[src/rtl/alu_arbiter_if.sv]
// Request/response bundle between the two ALU requesters and alu_arbiter.
// A request or response transfers on a rising edge where both valid and ready are high. The slave side drives the ready and response signals.
interface alu_arbiter_if;
  logic       req0_valid;
  logic       req0_ready;
  logic [2:0] req0_op;
  logic [7:0] req0_a;
  logic [7:0] req0_b;
  logic       req1_valid;
  logic       req1_ready;
  logic [2:0] req1_op;
  logic [7:0] req1_a;
  logic [7:0] req1_b;
  logic       rsp0_valid;
  logic       rsp0_ready;
  logic       rsp1_valid;
  logic       rsp1_ready;
  logic [7:0] rsp_data;
  logic       rsp_zero;
  logic       rsp_div0;
  logic       rsp_inval;

  modport slave (
    input  req0_valid, req0_op, req0_a, req0_b,
    input  req1_valid, req1_op, req1_a, req1_b,
    input  rsp0_ready, rsp1_ready,
    output req0_ready, req1_ready,
    output rsp0_valid, rsp1_valid, rsp_data, rsp_zero, rsp_div0, rsp_inval
  );

  modport master (
    output req0_valid, req0_op, req0_a, req0_b,
    output req1_valid, req1_op, req1_a, req1_b,
    output rsp0_ready, rsp1_ready,
    input  req0_ready, req1_ready,
    input  rsp0_valid, rsp1_valid, rsp_data, rsp_zero, rsp_div0, rsp_inval
  );
endinterface

[src/rtl/alu_arbiter.sv]
// Two-port round-robin sequencer for the shared combinational 8-bit ALU.
// It accepts one request, runs it for one EXEC cycle, and holds the response until it is consumed.
module alu_arbiter (
    input  logic               clk,
    input  logic               reset,
    alu_arbiter_if.slave       bus,
    output logic [7:0]         alu_operand1,
    output logic [7:0]         alu_operand2,
    output logic [2:0]         alu_operation,
    output logic               alu_enable,
    input  logic [7:0]         alu_result,
    output logic [1:0]         dbg_state
);

    typedef enum logic [1:0] {
        IDLE = 2'd0,
        EXEC = 2'd1,
        RESP = 2'd2
    } state_t;

    state_t     state;
    logic       last_grant;
    logic       grant;
    logic       pick0;
    logic       pick1;
    logic [2:0] sel_op;
    logic [7:0] sel_a;
    logic [7:0] sel_b;
    logic       exec_div0;
    logic       exec_inval;
    logic [7:0] exec_data;
    logic       rsp_done;

    // On a tie, the requester that was not served last wins.
    always_comb begin
        pick0 = bus.req0_valid && (!bus.req1_valid || last_grant);
        pick1 = bus.req1_valid && (!bus.req0_valid || !last_grant);
        sel_op = pick1 ? bus.req1_op : bus.req0_op;
        sel_a  = pick1 ? bus.req1_a  : bus.req0_a;
        sel_b  = pick1 ? bus.req1_b  : bus.req0_b;
    end

    always_comb begin
        exec_div0  = (alu_operation == 3'b011) && (alu_operand2 == 8'h00);
        exec_inval = (alu_operation == 3'b111);
        exec_data  = (exec_div0 || exec_inval) ? 8'h00 : alu_result;
        rsp_done   = grant ? bus.rsp1_ready : bus.rsp0_ready;
    end

    assign bus.req0_ready = (state == IDLE) && !reset && pick0;
    assign bus.req1_ready = (state == IDLE) && !reset && pick1;
    assign dbg_state      = state;

    always_ff @(posedge clk or posedge reset) begin
        if (reset) begin
            state          <= IDLE;
            last_grant     <= 1'b1;
            grant          <= 1'b0;
            alu_operand1   <= 8'h00;
            alu_operand2   <= 8'h00;
            alu_operation  <= 3'b000;
            alu_enable     <= 1'b0;
            bus.rsp0_valid <= 1'b0;
            bus.rsp1_valid <= 1'b0;
            bus.rsp_data   <= 8'h00;
            bus.rsp_zero   <= 1'b0;
            bus.rsp_div0   <= 1'b0;
            bus.rsp_inval  <= 1'b0;
        end else begin
            case (state)
                IDLE: begin
                    if (pick0 || pick1) begin
                        grant         <= pick1;
                        last_grant    <= pick1;
                        alu_operation <= sel_op;
                        alu_operand1  <= sel_a;
                        alu_operand2  <= sel_b;
                        // The ALU is never enabled for an invalid opcode or a divide by zero.
                        alu_enable    <= !((sel_op == 3'b111) ||
                                           ((sel_op == 3'b011) && (sel_b == 8'h00)));
                        state         <= EXEC;
                    end
                end
                EXEC: begin
                    alu_enable     <= 1'b0;
                    bus.rsp_data   <= exec_data;
                    bus.rsp_zero   <= (exec_data == 8'h00);
                    bus.rsp_div0   <= exec_div0;
                    bus.rsp_inval  <= exec_inval;
                    bus.rsp0_valid <= !grant;
                    bus.rsp1_valid <= grant;
                    state          <= RESP;
                end
                RESP: begin
                    if (rsp_done) begin
                        bus.rsp0_valid <= 1'b0;
                        bus.rsp1_valid <= 1'b0;
                        state          <= IDLE;
                    end
                end
                default: state <= IDLE;
            endcase
        end
    end

endmodule
[src/flat_wrapper.sv]
// flat-port wrapper written by rule: the top's interface ports become plain ports
module alu_arbiter_flat 
  (clk, reset, alu_operand1, alu_operand2, alu_operation, alu_enable, alu_result, dbg_state, bus_req0_valid, bus_req0_op, bus_req0_a, bus_req0_b, bus_req1_valid, bus_req1_op, bus_req1_a, bus_req1_b, bus_rsp0_ready, bus_rsp1_ready, bus_req0_ready, bus_req1_ready, bus_rsp0_valid, bus_rsp1_valid, bus_rsp_data, bus_rsp_zero, bus_rsp_div0, bus_rsp_inval);
  alu_arbiter_if bus_i ();
  input  logic clk;
  input  logic reset;
  output logic [7:0] alu_operand1;
  output logic [7:0] alu_operand2;
  output logic [2:0] alu_operation;
  output logic alu_enable;
  input  logic [7:0] alu_result;
  output logic [1:0] dbg_state;
  input wire logic [$bits(bus_i.req0_valid)-1:0] bus_req0_valid;
  input wire logic [$bits(bus_i.req0_op)-1:0] bus_req0_op;
  input wire logic [$bits(bus_i.req0_a)-1:0] bus_req0_a;
  input wire logic [$bits(bus_i.req0_b)-1:0] bus_req0_b;
  input wire logic [$bits(bus_i.req1_valid)-1:0] bus_req1_valid;
  input wire logic [$bits(bus_i.req1_op)-1:0] bus_req1_op;
  input wire logic [$bits(bus_i.req1_a)-1:0] bus_req1_a;
  input wire logic [$bits(bus_i.req1_b)-1:0] bus_req1_b;
  input wire logic [$bits(bus_i.rsp0_ready)-1:0] bus_rsp0_ready;
  input wire logic [$bits(bus_i.rsp1_ready)-1:0] bus_rsp1_ready;
  output wire logic [$bits(bus_i.req0_ready)-1:0] bus_req0_ready;
  output wire logic [$bits(bus_i.req1_ready)-1:0] bus_req1_ready;
  output wire logic [$bits(bus_i.rsp0_valid)-1:0] bus_rsp0_valid;
  output wire logic [$bits(bus_i.rsp1_valid)-1:0] bus_rsp1_valid;
  output wire logic [$bits(bus_i.rsp_data)-1:0] bus_rsp_data;
  output wire logic [$bits(bus_i.rsp_zero)-1:0] bus_rsp_zero;
  output wire logic [$bits(bus_i.rsp_div0)-1:0] bus_rsp_div0;
  output wire logic [$bits(bus_i.rsp_inval)-1:0] bus_rsp_inval;
  assign bus_i.req0_valid = bus_req0_valid;
  assign bus_i.req0_op = bus_req0_op;
  assign bus_i.req0_a = bus_req0_a;
  assign bus_i.req0_b = bus_req0_b;
  assign bus_i.req1_valid = bus_req1_valid;
  assign bus_i.req1_op = bus_req1_op;
  assign bus_i.req1_a = bus_req1_a;
  assign bus_i.req1_b = bus_req1_b;
  assign bus_i.rsp0_ready = bus_rsp0_ready;
  assign bus_i.rsp1_ready = bus_rsp1_ready;
  assign bus_req0_ready = bus_i.req0_ready;
  assign bus_req1_ready = bus_i.req1_ready;
  assign bus_rsp0_valid = bus_i.rsp0_valid;
  assign bus_rsp1_valid = bus_i.rsp1_valid;
  assign bus_rsp_data = bus_i.rsp_data;
  assign bus_rsp_zero = bus_i.rsp_zero;
  assign bus_rsp_div0 = bus_i.rsp_div0;
  assign bus_rsp_inval = bus_i.rsp_inval;
  alu_arbiter u_core (.clk(clk), .reset(reset), .bus(bus_i), .alu_operand1(alu_operand1), .alu_operand2(alu_operand2), .alu_operation(alu_operation), .alu_enable(alu_enable), .alu_result(alu_result), .dbg_state(dbg_state));
endmodule
[config.mk]
export PLATFORM = sky130hd
export DESIGN_NAME = alu_arbiter_flat
export DESIGN_NICKNAME = d
export VERILOG_FILES = /design/src/rtl/alu_arbiter_if.sv /design/src/rtl/alu_arbiter.sv /design/src/flat_wrapper.sv
export SDC_FILE = /design/constraint.sdc
export NUM_CORES = 1
export LEC_CHECK = 0
export CORE_AREA = 2 2 68 70
export DETAILED_ROUTE_END_ITERATION = 7
export DIE_AREA = 0 0 70 72
export PLACE_DENSITY = 0.82
export SLEW_MARGIN = 20
export SYNTH_ARGS = -nofsm -noshare
export SYNTH_HDL_FRONTEND = slang
export SYNTH_SLANG_ARGS = --single-unit
[constraint.sdc]
create_clock -name clk -period 3.6 [get_ports clk]
set_clock_uncertainty 0.05 [all_clocks]
set_input_delay 0.54 -clock clk [delete_from_list [all_inputs] [get_ports clk]]
set_output_delay 0.54 -clock clk [all_outputs]
set_load 0.1 [all_outputs]
# Word-level counts from Yosys, hierarchy flattened
# Cells that the tools add are included.
# op_classes
n_eq_ne	8
mux	13
n_reduce_logical	28
# ops
cell	count
zero test 8 bit	3
2-to-1 mux 8 bit	3
AND reduction 2 bit	4
logical AND 1 bit	7
equality test 3 x 2 -> 1 bit, second input constant	2
equality test 3 bit, second input constant	2
zero test 1 bit	6
case mux 1 bit (2 select lines)	3
case mux 2 bit (3 select lines)	1
logical OR 1 bit	5
2-to-1 mux 2 bit	2
nonzero test 2 bit	2
2-to-1 mux 1 bit	3
2-to-1 mux 3 bit	1
equality test 2 x 1 -> 1 bit, second input constant	1
equality test 2 bit, second input constant	1
zero test 2 bit	1
!= test 2 x 1 -> 1 bit, second input constant	1
!= test 2 bit, second input constant	1
# word_totals
output_inout_bits	37
word_cells	62
register_bits	37
inputBits	52

# Logic depth before layout (Yosys ltp)
# Gate-level depths: netlist (run 1).
# depth
depth_word	10
depth_mapped	6
ltp_nobuf	5

# Worst setup path before layout (run 1)
# OpenSTA, ideal clock, no wires.
# synth_timing
path_type	in2out
startpoint	input port reset
endpoint	output port bus_req0_ready
arrival_ps	2288
n_path_buf	0
path_slack_ps	722
required_ps	3010
cell_stages	2
cell_sequence	inv_1 o2111a_1
# synth_via
elab_chain_len	3
# synth_lines
element	line	text
start, declared	flat_wrapper.sv:6	input logic reset;
zero test 1 bit	alu_arbiter.sv:50	assign bus.req0_ready = (state == IDLE) && !reset && pick0;
logical AND 1 bit (2 in a row)	alu_arbiter.sv:50	
end, declared	flat_wrapper.sv:23	output wire logic [$bits(bus_i.req0_ready)-1:0] bus_req0_ready;
# No other way between the ends.

# Final worst setup path (run 1)
# layout_timing
startpoint	register u_core.state[0], in the netlist u_core.dbg_state[0]
endpoint	output port dbg_state[0]
# layout_lines
element	line	text
start, declared	alu_arbiter.sv:21	state_t state;
start signal, assigned	alu_arbiter.sv:56	state <= IDLE;
start signal, assigned	alu_arbiter.sv:81	state <= EXEC;
start signal, assigned	alu_arbiter.sv:92	state <= RESP;
end, declared	flat_wrapper.sv:12	output logic [1:0] dbg_state;
# No word-level cell between the ends.

==> results by stage, run 1 <==
Outcome:
- The run finished with clean final reports.

Timing:
- Setup repair after global routing left no endpoint under its margin.
- The aggregate negative setup slack is 0 ns.
- The total count of hold-check failures in the final report is 0.
- The time the final worst path needs with I/O delays and setup is approximately 2.5 ns.
- The final number of max-transition violations was 0.
- After layout, the worst path uses 70.0% of the clock period.
- Derived from the worst setup path, the maximum achievable clock frequency is approximately 0.40 GHz.
- Headroom to the max-slew limit came out at 32.7%.
- At the pin with the least slew margin, the transition time is about 1.0 ns.
- The total of endpoints with negative setup slack in the final report is 0.

Worst setup path:
- In this run the number of cells on the critical path is 1.
- The reg-to-reg critical path startpoint is u_core.dbg_state[1]$_DFFE_PP0P_.
- The critical path startpoint category is a flop.
- The required arrival time at the worst endpoint is 3.01 ns.
- The number of buffers and inverters on the critical path is 1.
- The delay of the slowest critical-path stage is 1.18 ns.
- The data arrival time at the worst-slack endpoint is around 1.9 ns.
- Walking the worst path, the cells encountered are clkdlybuf4s50_1.
- The critical setup path kind is reg -> out.
- In this run the worst path has a maximum fanout of 8.
- The largest individual stage delay along the critical path comes from the cell sky130_fd_sc_hd__clkdlybuf4s50_1.
- The launch point of the critical path is u_core.dbg_state[0]$_DFFE_PP0P_.
- For the worst flop-to-flop path, the logic depth is 3.
- The top cell family by delay on the critical path is buffers and inverters.
- The kind of end point of the critical path is an output pin.

Global routing:
- The residual overflow from global routing is 0.
- The via count of the first global-routing pass is 1557.
- The number of antenna violations at the first check in global routing was 0.
- The first global-routing pass estimated about 7400 um of wire.
- The pin count of the biggest net entering global routing is 38.
- The global-route total usage across every layer is 18.1%.

Cells and area:
- The area of all placed cells without fillers is 2770 sq um.
- The share of layout cells above drive strength 1 is 7.00%.
- Compared with the post-synthesis result, the final layout area differs by 56.0%.
- The core utilization of the finished layout is roughly two thirds.
- The repair_antennas step left the layout with diodes totalling 0.
- At the end of the flow, the number of nets in the layout was just over 300.

Synthesis:
- The warning count from the yosys run is 0.
- In this run, synthesis inferred 0 flip-flops with an integrated enable.
- The largest total area in the synthesized netlist belongs to sky130_fd_sc_hd__dfrtp_1.
- Sorting the synthesized cells by area gives the leading types as sky130_fd_sc_hd__dfrtp_1, sky130_fd_sc_hd__mux2i_1, sky130_fd_sc_hd__nand2_1, sky130_fd_sc_hd__o21ai_1, sky130_fd_sc_hd__a22o_1.
- By count the netlist is led by sky130_fd_sc_hd__dfrtp_1, sky130_fd_sc_hd__nand2_1, sky130_fd_sc_hd__o21ai_1.
- Among all flip-flop cells after synthesis, the most frequent one is sky130_fd_sc_hd__dfrtp_1.
- The synthesized cell area is roughly 1800 sq um.
- A synthesized cell averages 10.6 sq um.
- In this run the biggest area consumer among cell types represents 50.7% of the synthesized area.
- The count of mapped cells out of synthesis is 168.
- The share of the Yosys chip area taken by registers is 52.2%.
- The number of nets handed over by synthesis was 220.
- The post-synthesis sequential element count is 37.
- The async set-or-reset flop fraction in the synthesized netlist is 100%.
- The most used standard cell by instance count after synthesis is sky130_fd_sc_hd__dfrtp_1.
- The number of unique standard cell types used by synthesis is 33.

Place:
- Detailed placement ended at an HPWL of roughly 3400 um.
- At the end of routability-driven placement, the weighted congestion stood at around 0.81.
- The quantity of I/O buffers inserted on ports is 88.
- After detailed placement, the total cell area comes to 2680 sq um.

Detailed routing:
- The first routing iteration left 36 violations.
- The post-detailed-route via-to-cell ratio is 5.10.
- After detailed routing, the total wire length is ~4400 um.
- The remaining design rule violation count is 0.
- The count of nets left with antenna violations after detail routing is 0.
- In the final routed layout, each cell accounts on average for 14.2 um.
- The routed layout has 1576 vias.
- The first TritonRoute pass finished after 4 iterations.

Die:
- The I/O pin total is just under 90.
- Measured along the x axis, the die boundary spans 70 um.
- The y dimension of the die is roughly 72 um.
- The starting utilization of the core area is 41.6%.
- The cell row count is 24.
- The area enclosed by the die boundary is 5040 sq um.
- The core region is about 4300 sq um.

CTS:
- After clock tree synthesis, the flow added hold-fix buffers numbering 0.
- The TritonCTS buffer count is 5.
- The root buffer cell chosen for the clock tree is sky130_fd_sc_hd__clkbuf_8.
- The TritonCTS clock tree is yes.
- The count of instances resized after the clock tree is built is 0.
- The maximum count of clock buffers along a single path is 2.
- CTS built an H-tree with a depth of 2.
- The later pin in the worst-skew pair is clocked with a latency of 0.28 ns.
- The clock edge transition at the registers on the reported setup and hold paths is 0.07 ns.
- The post-CTS setup buffer count is 0.
- For this design, the sink count on the clock tree is 37.

Job:
- The number of violations of the max-capacitance limit is 0.

Min path:
- Along the worst hold path, the cell count comes to 2.
- The worst hold path belongs to the class reg -> reg.
- The startpoint identified for the worst hold timing path is u_core.alu_operand1[1]$_DFFE_PP0P_.
-- layout make-up --
type	count	area (sq um)
multi-input cells	118	753
repair buffers	91	923
well taps	52	65.1
inverters	4	15.0
fillers	369	1490
flip-flops and latches	37	927
clock buffers	7	86.3
-- cell families after synthesis --
| kind of cell | Yosys count | share of synthesized area, % |
|---|---|---|
| multiplexers | 19 | 10.7 |
| buffers and inverters | 13 | 5.35 |
| flip-flops | 37 | 52.2 |
| AO/OA/AOI/OAI | 44 | 16.6 |
| AND/OR/NAND/NOR | 55 | 15.2 |
-- metal layers --
layer | global-route usage [%] | share of wire [%] | up-vias
li1 | - | - | 778
met1 | 22.9 | 43 | 720
met2 | 31.3 | 48 | 73
met3 | 4.31 | 8.2 | 5
met4 | 5.13 | 1.0 | 0
met5 | 0 | 0 | -
-- through the flow --
stage	worst slack [ns]	cells	hold WS [ns]
final	1.08	309	0.436
after global routing	0.997	309	0.459
after CTS	1.07	309	0.441
after detailed placement	1.28	302	0.425
after global placement	1.35	302	0.416
after floorplan	0.722	168	0.478
-- worst min-delay path: stages, from the launching register on --
cell and delay, ns:
sky130_fd_sc_hd__dfrtp_1 0.34, sky130_fd_sc_hd__nand2_1 0.05, sky130_fd_sc_hd__o21ai_1 0.06
-- state kept, by name (all words and copies together), names as in the netlist --
signal                 count
u_core.last_grant          1
u_core.dbg_state           2
u_core.bus.rsp_data        8
u_core.bus.rsp_zero        1
u_core.alu_operand2        8
u_core.bus.rsp_div0        1
u_core.alu_operation       3
u_core.alu_operand1        8
u_core.bus.rsp0_valid      1
u_core.alu_enable          1
u_core.bus.rsp1_valid      1
u_core.bus.rsp_inval       1
u_core.grant               1
-- placed cells by master (no fill, tap or decap), drive strengths merged, types with 5 or more instances in the layout --
master         Yosys  final
nand2             32     32
dfrtp             36     36
clkbuf             1      7
nor4               7      7
o21ai             22     22
a21oi              5      5
a22o               9      9
buf                8      5
mux2i             19     19
clkdlybuf4s50      0     86
-- final timing paths --
path                                                      end  slack (ns)
max in group asynchronous       u_core.last_grant$_DFFE_PP1P_        2.42
min in group asynchronous  u_core.alu_operand1[0]$_DFFE_PP0P_        0.73
max reg2reg                u_core.bus.rsp_data[7]$_DFFE_PP0P_        1.86
min reg2reg                u_core.alu_operand1[1]$_DFFE_PP0P_        0.44
min                        u_core.alu_operand1[1]$_DFFE_PP0P_        0.44
max                                              dbg_state[0]        1.08
Power of run 1 is not shown: default switching activity piles up to over one toggle a cycle in this logic, so the estimate is an artifact.
==> inputs of run 2 (changes only) <==
CORE_AREA = 2 2 74 76   (was 2 2 68 70)
DIE_AREA = 0 0 76 78   (was 0 0 70 72)
PLACE_DENSITY = 0.74   (was 0.82)
clock period = 2.2 ns   (was 3.6 ns; I/O delays follow)
==> run 2 against run 1 <==
Non-clock buffer count grew 2. Worst setup slack lost 0.82 ns. Global-route usage shrank 2.4 points. Flip-flop and latch count is the same. Critical path type is now in -> out. Highest routed layer unchanged. Die area grew 18%. Routed wire length grew 1.1%. Register-to-register slack lost 1.2 ns.
==> results by stage, run 2 (synthesized netlist as in run 1, its figures left out) <==
Outcome:
- Result of the run: completed (unchanged).

Cells and area:
- Commonest cells after routing, fill and taps aside: sky130_fd_sc_hd__clkdlybuf4s50_1, sky130_fd_sc_hd__buf_4, sky130_fd_sc_hd__dfrtp_1, sky130_fd_sc_hd__nand2_1, sky130_fd_sc_hd__o21ai_1 (was sky130_fd_sc_hd__clkdlybuf4s50_1, sky130_fd_sc_hd__dfrtp_1, sky130_fd_sc_hd__nand2_1, sky130_fd_sc_hd__o21ai_1, sky130_fd_sc_hd__mux2i_1).
- The fill cell total of the finished layout came to 459 (was 369).
- The post-layout net count is 311 (was 309).
- The layout overhead on the synthesized area is 54.5% (was 56.0%).
- The most common library cell in the layout ignoring fill and taps is sky130_fd_sc_hd__clkdlybuf4s50_1 (unchanged).
- The number of diodes added for antenna fixing is 0 (unchanged).
- The share of layout cells above drive strength 1 was 22.3% (was 7.00%).
- Top flop regs: u_core.alu_operand1 (8), u_core.alu_operand2 (8), u_core.bus.rsp_data (8) (unchanged).
- The area of all placed cells without fillers came to 2740 sq um (was 2770 sq um).

Timing:
- The final hold slack is 0.438 ns (was 0.436 ns).
- The setup slack after layout was 0.264 ns (was 1.08 ns).
- RSZ-0062 raised after global routing: false (unchanged).
- The total count of hold-check failures in the final report is 0 (unchanged).
- The headroom to the max-slew limit is 68.9% (was 32.7%).
- The slew at the pin with the worst max-slew slack came to 0.466 ns (was 1.01 ns).
- The post-route clock period utilization is 88.0%.
- The aggregate negative setup slack came to 0 ns (unchanged).
- The final number of max-transition violations is 0 (unchanged).
- The clock period could shrink to 1.94 ns.
- The total of endpoints with negative setup slack in the final report is 0 (unchanged).
- Derived from the worst setup path, the maximum achievable clock frequency is 0.517 GHz.

Min path:
- The type of the most critical hold path is reg -> reg (unchanged).

Detailed routing:
- The count of nets left with antenna violations after detail routing is 0 (unchanged).
- The total wire length after detailed routing was 4440 um (was 4390 um).
- The remaining design rule violation count came to 0 (unchanged).
- The count of vias placed by the detailed router is 1577 (was 1576).
- The post-detailed-route via-to-cell ratio is 4.78 (was 5.10).
- The number of optimization iterations in the first detailed-route pass is 4 (unchanged).
- The post-detailed-route wirelength per cell is 13.5 um (was 14.2 um).
- The number of violations reported at the end of detailed-routing iteration 0 was 60 (was 36).

CTS:
- The clock latency on the worst-skew pair is 0.29 ns (was 0.28 ns).
- The TritonCTS buffer count is 5 (unchanged).
- The count of clock tree sinks was 37 (unchanged).
- The clock edge transition at the registers on the reported setup and hold paths was 0.07 ns (about the same).
- The maximum count of clock buffers along a single path is 2 (unchanged).
- The post-CTS setup buffer count is 0 (unchanged).
- The count of instances resized after the clock tree is built came to 0 (unchanged).
- The clock root buffer is sky130_fd_sc_hd__clkbuf_8 (unchanged).
- The TritonCTS clock tree is yes (unchanged).
- The number of H-tree branching levels is 2 (unchanged).
- The number of buffers added to fix hold violations after cts is 0 (unchanged).

Job:
- The number of violations of the max-capacitance limit is 0 (unchanged).

Worst setup path:
- The logic depth of the worst register-to-register path is 4 (was 3).
- The launch point of the critical path is bus_req1_valid (was u_core.dbg_state[0]$_DFFE_PP0P_).
- The critical setup path kind is in -> out (was reg -> out).
- The capturing point of the worst reg2reg path is u_core.bus.rsp_data[4]$_DFFE_PP0P_ (was u_core.bus.rsp_data[7]$_DFFE_PP0P_).
- The required arrival time at the worst endpoint is 1.82 ns (was 3.01 ns).
- The kind of end point of the critical path is an output pin (unchanged).
- The worst setup slack for register-to-register paths is 0.67 ns (was 1.86 ns).
- The capturing element of the worst setup path is bus_req1_ready (was dbg_state[0]).
- The data arrival time at the worst-slack endpoint came to 1.56 ns (was 1.93 ns).
- The largest fanout of any net on the critical path is 4 (was 8).
- The critical path startpoint category was a primary input (was flop).
- The reg-to-reg critical path startpoint was u_core.alu_operand2[2]$_DFFE_PP0P_ (was u_core.dbg_state[1]$_DFFE_PP0P_).

Die:
- The die extent in x is 76 um (was 70 um).
- The cell row count is 26 (was 24).
- The area enclosed by the die boundary was 5930 sq um (was 5040 sq um).
- The starting utilization of the core area is 35.2% (was 41.6%).
- The standard cell core area is 5040 sq um (was 4260 sq um).
- The y dimension of the die was 78 um (was 72 um).
- The I/O pin total is 89 (unchanged).

Place:
- The placed standard-cell area was 2650 sq um (was 2680 sq um).
- The final RePlAce weighted congestion is 0.766 (was 0.806).
- The total half-perimeter wirelength after legalization and detailed placement is 3460 um (was 3370 um).
- The placement-stage worst setup slack was 0.264 ns (was 1.28 ns).
- The quantity of I/O buffers inserted on ports came to 88 (unchanged).

Global routing:
- The pin count of the biggest net entering global routing is 38 (unchanged).
- The wire length of the first global-routing pass came to 7440 um (was 7360 um).
- The number of antenna violations at the first check in global routing is 0 (unchanged).
- The residual overflow from global routing came to 0 (unchanged).
- The via count of the first global-routing pass is 1549 (was 1557).
- The global-route total usage across every layer is 15.7% (was 18.1%).
run 2: worst min-delay path by stage:
stage / to / cells past startpoint / from / slack, ns
final: u_core.bus.rsp_inval$_DFFE_PP0P_ / 2 / u_core.bus.rsp_inval$_DFFE_PP0P_ / 0.44
after global routing: u_core.bus.rsp_inval$_DFFE_PP0P_ / 2 / u_core.bus.rsp_inval$_DFFE_PP0P_ / 0.47
after CTS: u_core.bus.rsp_inval$_DFFE_PP0P_ / 2 / u_core.bus.rsp_inval$_DFFE_PP0P_ / 0.44
after detailed placement: u_core.bus.rsp_inval$_DFFE_PP0P_ / 2 / u_core.bus.rsp_inval$_DFFE_PP0P_ / 0.43
after global placement: u_core.alu_operand1[7]$_DFFE_PP0P_ / 2 / u_core.alu_operand1[7]$_DFFE_PP0P_ / 0.42
after floorplan: u_core.alu_enable$_DFFE_PP0P_ / 1 / reset / 0.25
run 2: critical path, cell delays in order:
cell and delay, ns:
sky130_fd_sc_hd__clkdlybuf4s50_1 0.57, sky130_fd_sc_hd__a21boi_4 0.25, sky130_fd_sc_hd__and3_2 0.23, sky130_fd_sc_hd__buf_12 0.17
run 2: cell type report:
class / count / area [sq um] / share of cell area [%]
Timing Repair Buffer: 93 / 863 / 31.5
Inverter: 4 / 18.8 / 0.684
Sequential cell: 37 / 927 / 33.8
Clock buffer: 8 / 90.1 / 3.28
Tap cell: 70 / 87.6 / 3.19
Multi-Input combinational cell: 118 / 756 / 27.6
run 2: metal layers:
metal  up-vias  track usage (%)  part of all wire [%]
met5         -                0                     0
met2        58             27.1                    48
met1       732             18.9                    44
met4         0             3.27                  0.95
li1        782                -                     -
met3         5             6.05                   7.1
run 2: per-stage QoR:
| step | util, % | instances |
|---|---|---|
| after floorplan | - | 168 |
| after global placement | 52.6 | 322 |
| after detailed placement | 52.6 | 322 |
| after CTS | 54.4 | 330 |
| after global routing | 54.4 | 330 |
| final | 54.4 | 330 |
Power of run 2 is left out for the same reason.
==> inputs of run 3 (changes only) <==
CORE_AREA = 2 2 76 78   (was 2 2 74 76)
DIE_AREA = 0 0 78 80   (was 0 0 76 78)
PLACE_DENSITY = 0.7   (was 0.74)
==> run 3 against run 2 <==
Count of clock-buffer cells in the layout stayed put. Cell area hardly changed. Critical path type unchanged. Flip-flop and latch count unchanged. Cell count grew 0.61%. Via count decreased by 1.1%. Maximum frequency increased by 2.2%. Register-to-register slack worse by 0.06 ns. Non-clock buffer count is the same. Core utilization down 3.6 points. Worst hold slack improved by 0.0042 ns. First-iteration DRC count down 12%.
==> results by stage, run 3 (synthesized netlist as in run 1, its figures left out) <==
Worst setup path:
- The reg-to-reg critical path startpoint is u_core.alu_operand2[2]$_DFFE_PP0P_ (unchanged).
- The required arrival time at the worst endpoint is 1.82 ns (about the same).
- The kind of end point of the critical path is an output pin (unchanged).
- The logic depth of the worst register-to-register path is 4 (unchanged).
- The critical setup path kind was in -> out (unchanged).
- The largest fanout of any net on the critical path was 4 (unchanged).
- The capturing point of the worst reg2reg path is u_core.bus.rsp_data[4]$_DFFE_PP0P_ (unchanged).
- The data arrival time at the worst-slack endpoint was 1.51 ns (was 1.56 ns).
- The critical path startpoint category is a primary input (unchanged).
- The worst setup slack for register-to-register paths is 0.61 ns (was 0.67 ns).

Detailed routing:
- The post-detailed-route via-to-cell ratio is 4.70 (was 4.78).
- The post-detailed-route wirelength per cell came to 13.3 um (was 13.5 um).
- The number of violations reported at the end of detailed-routing iteration 0 is 53 (was 60).
- The total wire length after detailed routing is 4400 um (was 4440 um).
- The remaining design rule violation count is 0 (unchanged).
- The number of optimization iterations in the first detailed-route pass is 7 (was 4).
- The count of nets left with antenna violations after detail routing is 0 (unchanged).
- The count of vias placed by the detailed router is 1560 (was 1577).

Die:
- The cell row count is 27 (was 26).
- The y dimension of the die is 80 um (was 78 um).
- The starting utilization of the core area came to 32.8% (was 35.2%).
- The area enclosed by the die boundary was 6240 sq um (was 5930 sq um).
- The standard cell core area is 5410 sq um (was 5040 sq um).
- The I/O pin total is 89 (unchanged).
- The die extent in x is 78 um (was 76 um).

Timing:
- The top achievable clock speed is 0.528 GHz (was 0.517 GHz).
- The headroom to the max-slew limit is 69.1% (was 68.9%).
- The final number of max-transition violations was 0 (unchanged).
- RSZ-0062 raised after global routing: false (unchanged).
- The post-route clock period utilization is 86.1% (was 88.0%).
- The total of endpoints with negative setup slack in the final report was 0 (unchanged).
- The aggregate negative setup slack is 0 ns (unchanged).
- The slew at the pin with the worst max-slew slack was 0.463 ns (was 0.466 ns).
- The time the final worst path needs with I/O delays and setup is 1.89 ns (was 1.94 ns).
- The total count of hold-check failures in the final report is 0 (unchanged).

Outcome:
- Result of the run: completed (unchanged).

Cells and area:
- The post-layout net count is 311 (unchanged).
- Commonest cells after routing, fill and taps aside: sky130_fd_sc_hd__clkdlybuf4s50_1, sky130_fd_sc_hd__buf_4, sky130_fd_sc_hd__dfrtp_1, sky130_fd_sc_hd__nand2_1, sky130_fd_sc_hd__o21ai_1 (unchanged).
- The fill cell total of the finished layout is 532 (was 459).
- The number of diodes added for antenna fixing is 0 (unchanged).
- The most common library cell in the layout ignoring fill and taps was sky130_fd_sc_hd__clkdlybuf4s50_1 (unchanged).
- The share of layout cells above drive strength 1 is 22.3% (unchanged).
- The layout overhead on the synthesized area is 54.6% (was 54.5%).
- Top flop regs: u_core.alu_operand1 (8), u_core.alu_operand2 (8), u_core.bus.rsp_data (8) (unchanged).

CTS:
- The number of H-tree branching levels is 2 (unchanged).
- The clock latency on the worst-skew pair was 0.28 ns (was 0.29 ns).
- The TritonCTS clock tree is yes (unchanged).
- The clock edge transition at the registers on the reported setup and hold paths came to 0.07 ns (about the same).
- The number of buffers added to fix hold violations after cts is 0 (unchanged).
- The maximum count of clock buffers along a single path came to 2 (unchanged).
- The count of instances resized after the clock tree is built is 0 (unchanged).
- The count of clock tree sinks is 37 (unchanged).
- The TritonCTS buffer count came to 5 (unchanged).
- The post-CTS setup buffer count is 0 (unchanged).
- The clock root buffer is sky130_fd_sc_hd__clkbuf_8 (unchanged).

Global routing:
- The number of antenna violations at the first check in global routing is 0 (unchanged).
- The residual overflow from global routing came to 0 (unchanged).
- The via count of the first global-routing pass was 1595 (was 1549).
- The wire length of the first global-routing pass came to 7330 um (was 7440 um).
- The pin count of the biggest net entering global routing is 38 (unchanged).
- The global-route total usage across every layer is 14.7% (was 15.7%).

Place:
- The quantity of I/O buffers inserted on ports is 88 (unchanged).
- The total half-perimeter wirelength after legalization and detailed placement came to 3420 um (was 3460 um).
- The final RePlAce weighted congestion is 0.743 (was 0.766).

Job:
- The number of violations of the max-capacitance limit is 0 (unchanged).

Min path:
- The hold-critical path endpoint is u_core.alu_operand1[6]$_DFFE_PP0P_ (was u_core.bus.rsp_inval$_DFFE_PP0P_).
- The start point of the worst hold path is u_core.alu_operand1[6]$_DFFE_PP0P_ (was u_core.bus.rsp_inval$_DFFE_PP0P_).
- The type of the most critical hold path was reg -> reg (unchanged).
- The number of cells on the worst hold path came to 2 (unchanged).
==> run 3: cell counts in the layout (fill, tap and decap cells not counted) <==
Identical to the previous run, type by type.
==> run 3: layout make-up <==
cell class | count | area, sq um | area share, %
Timing Repair Buffer | 93 | 863 | 31.4
Inverter | 4 | 18.8 | 0.684
Tap cell | 72 | 90.1 | 3.28
Sequential cell | 37 | 927 | 33.8
Clock buffer | 8 | 90.1 | 3.28
Multi-Input combinational cell | 118 | 756 | 27.5
==> run 3: layer usage <==
metal | vias up | routed length [um] | GRT usage (%)
met4 | 0 | 54 | 5.26
met2 | 62 | 2060 | 24.2
met1 | 706 | 1950 | 18.4
met3 | 5 | 339 | 4.30
met5 | - | 0 | 0
li1 | 787 | - | -
==> run 3: worst max-delay path by stage <==
stage	startpoint	end	slack, ns	depth (start not counted)
global placement	bus_req1_valid	bus_req1_ready	0.33	4
CTS	bus_req1_valid	bus_req1_ready	0.31	4
finish	bus_req1_valid	bus_req1_ready	0.31	4
detailed placement	bus_req1_valid	u_core.alu_enable$_DFFE_PP0P_	0.31	6
global route	u_core.dbg_state[0]$_DFFE_PP0P_	bus_req0_ready	0.21	3
floorplan	u_core.dbg_state[0]$_DFFE_PP0P_	bus_req0_ready	0.09	2
==> run 3: per-stage QoR <==
| stage | std cells | cell area (sq um) | hold slack [ns] | util [%] | setup slack, ns |
|---|---|---|---|---|---|
| global placement | 324 | 2660 | 0.423 | 49.1 | 0.330 |
| detailed placement | 324 | 2660 | 0.428 | 49.1 | 0.307 |
| global route | 332 | 2750 | 0.465 | 50.8 | 0.211 |
| CTS | 332 | 2750 | 0.445 | 50.8 | 0.307 |
| finish | 332 | 2750 | 0.442 | 50.8 | 0.307 |
| floorplan | 168 | 1780 | 0.246 | - | 0.0912 |
==> run 3: worst max-delay path, cell delays in order <==
cell and delay, ns:
sky130_fd_sc_hd__clkdlybuf4s50_1 0.54, sky130_fd_sc_hd__a21boi_4 0.23, sky130_fd_sc_hd__and3_2 0.23, sky130_fd_sc_hd__buf_12 0.17
Power of run 3 is left out for the same reason.
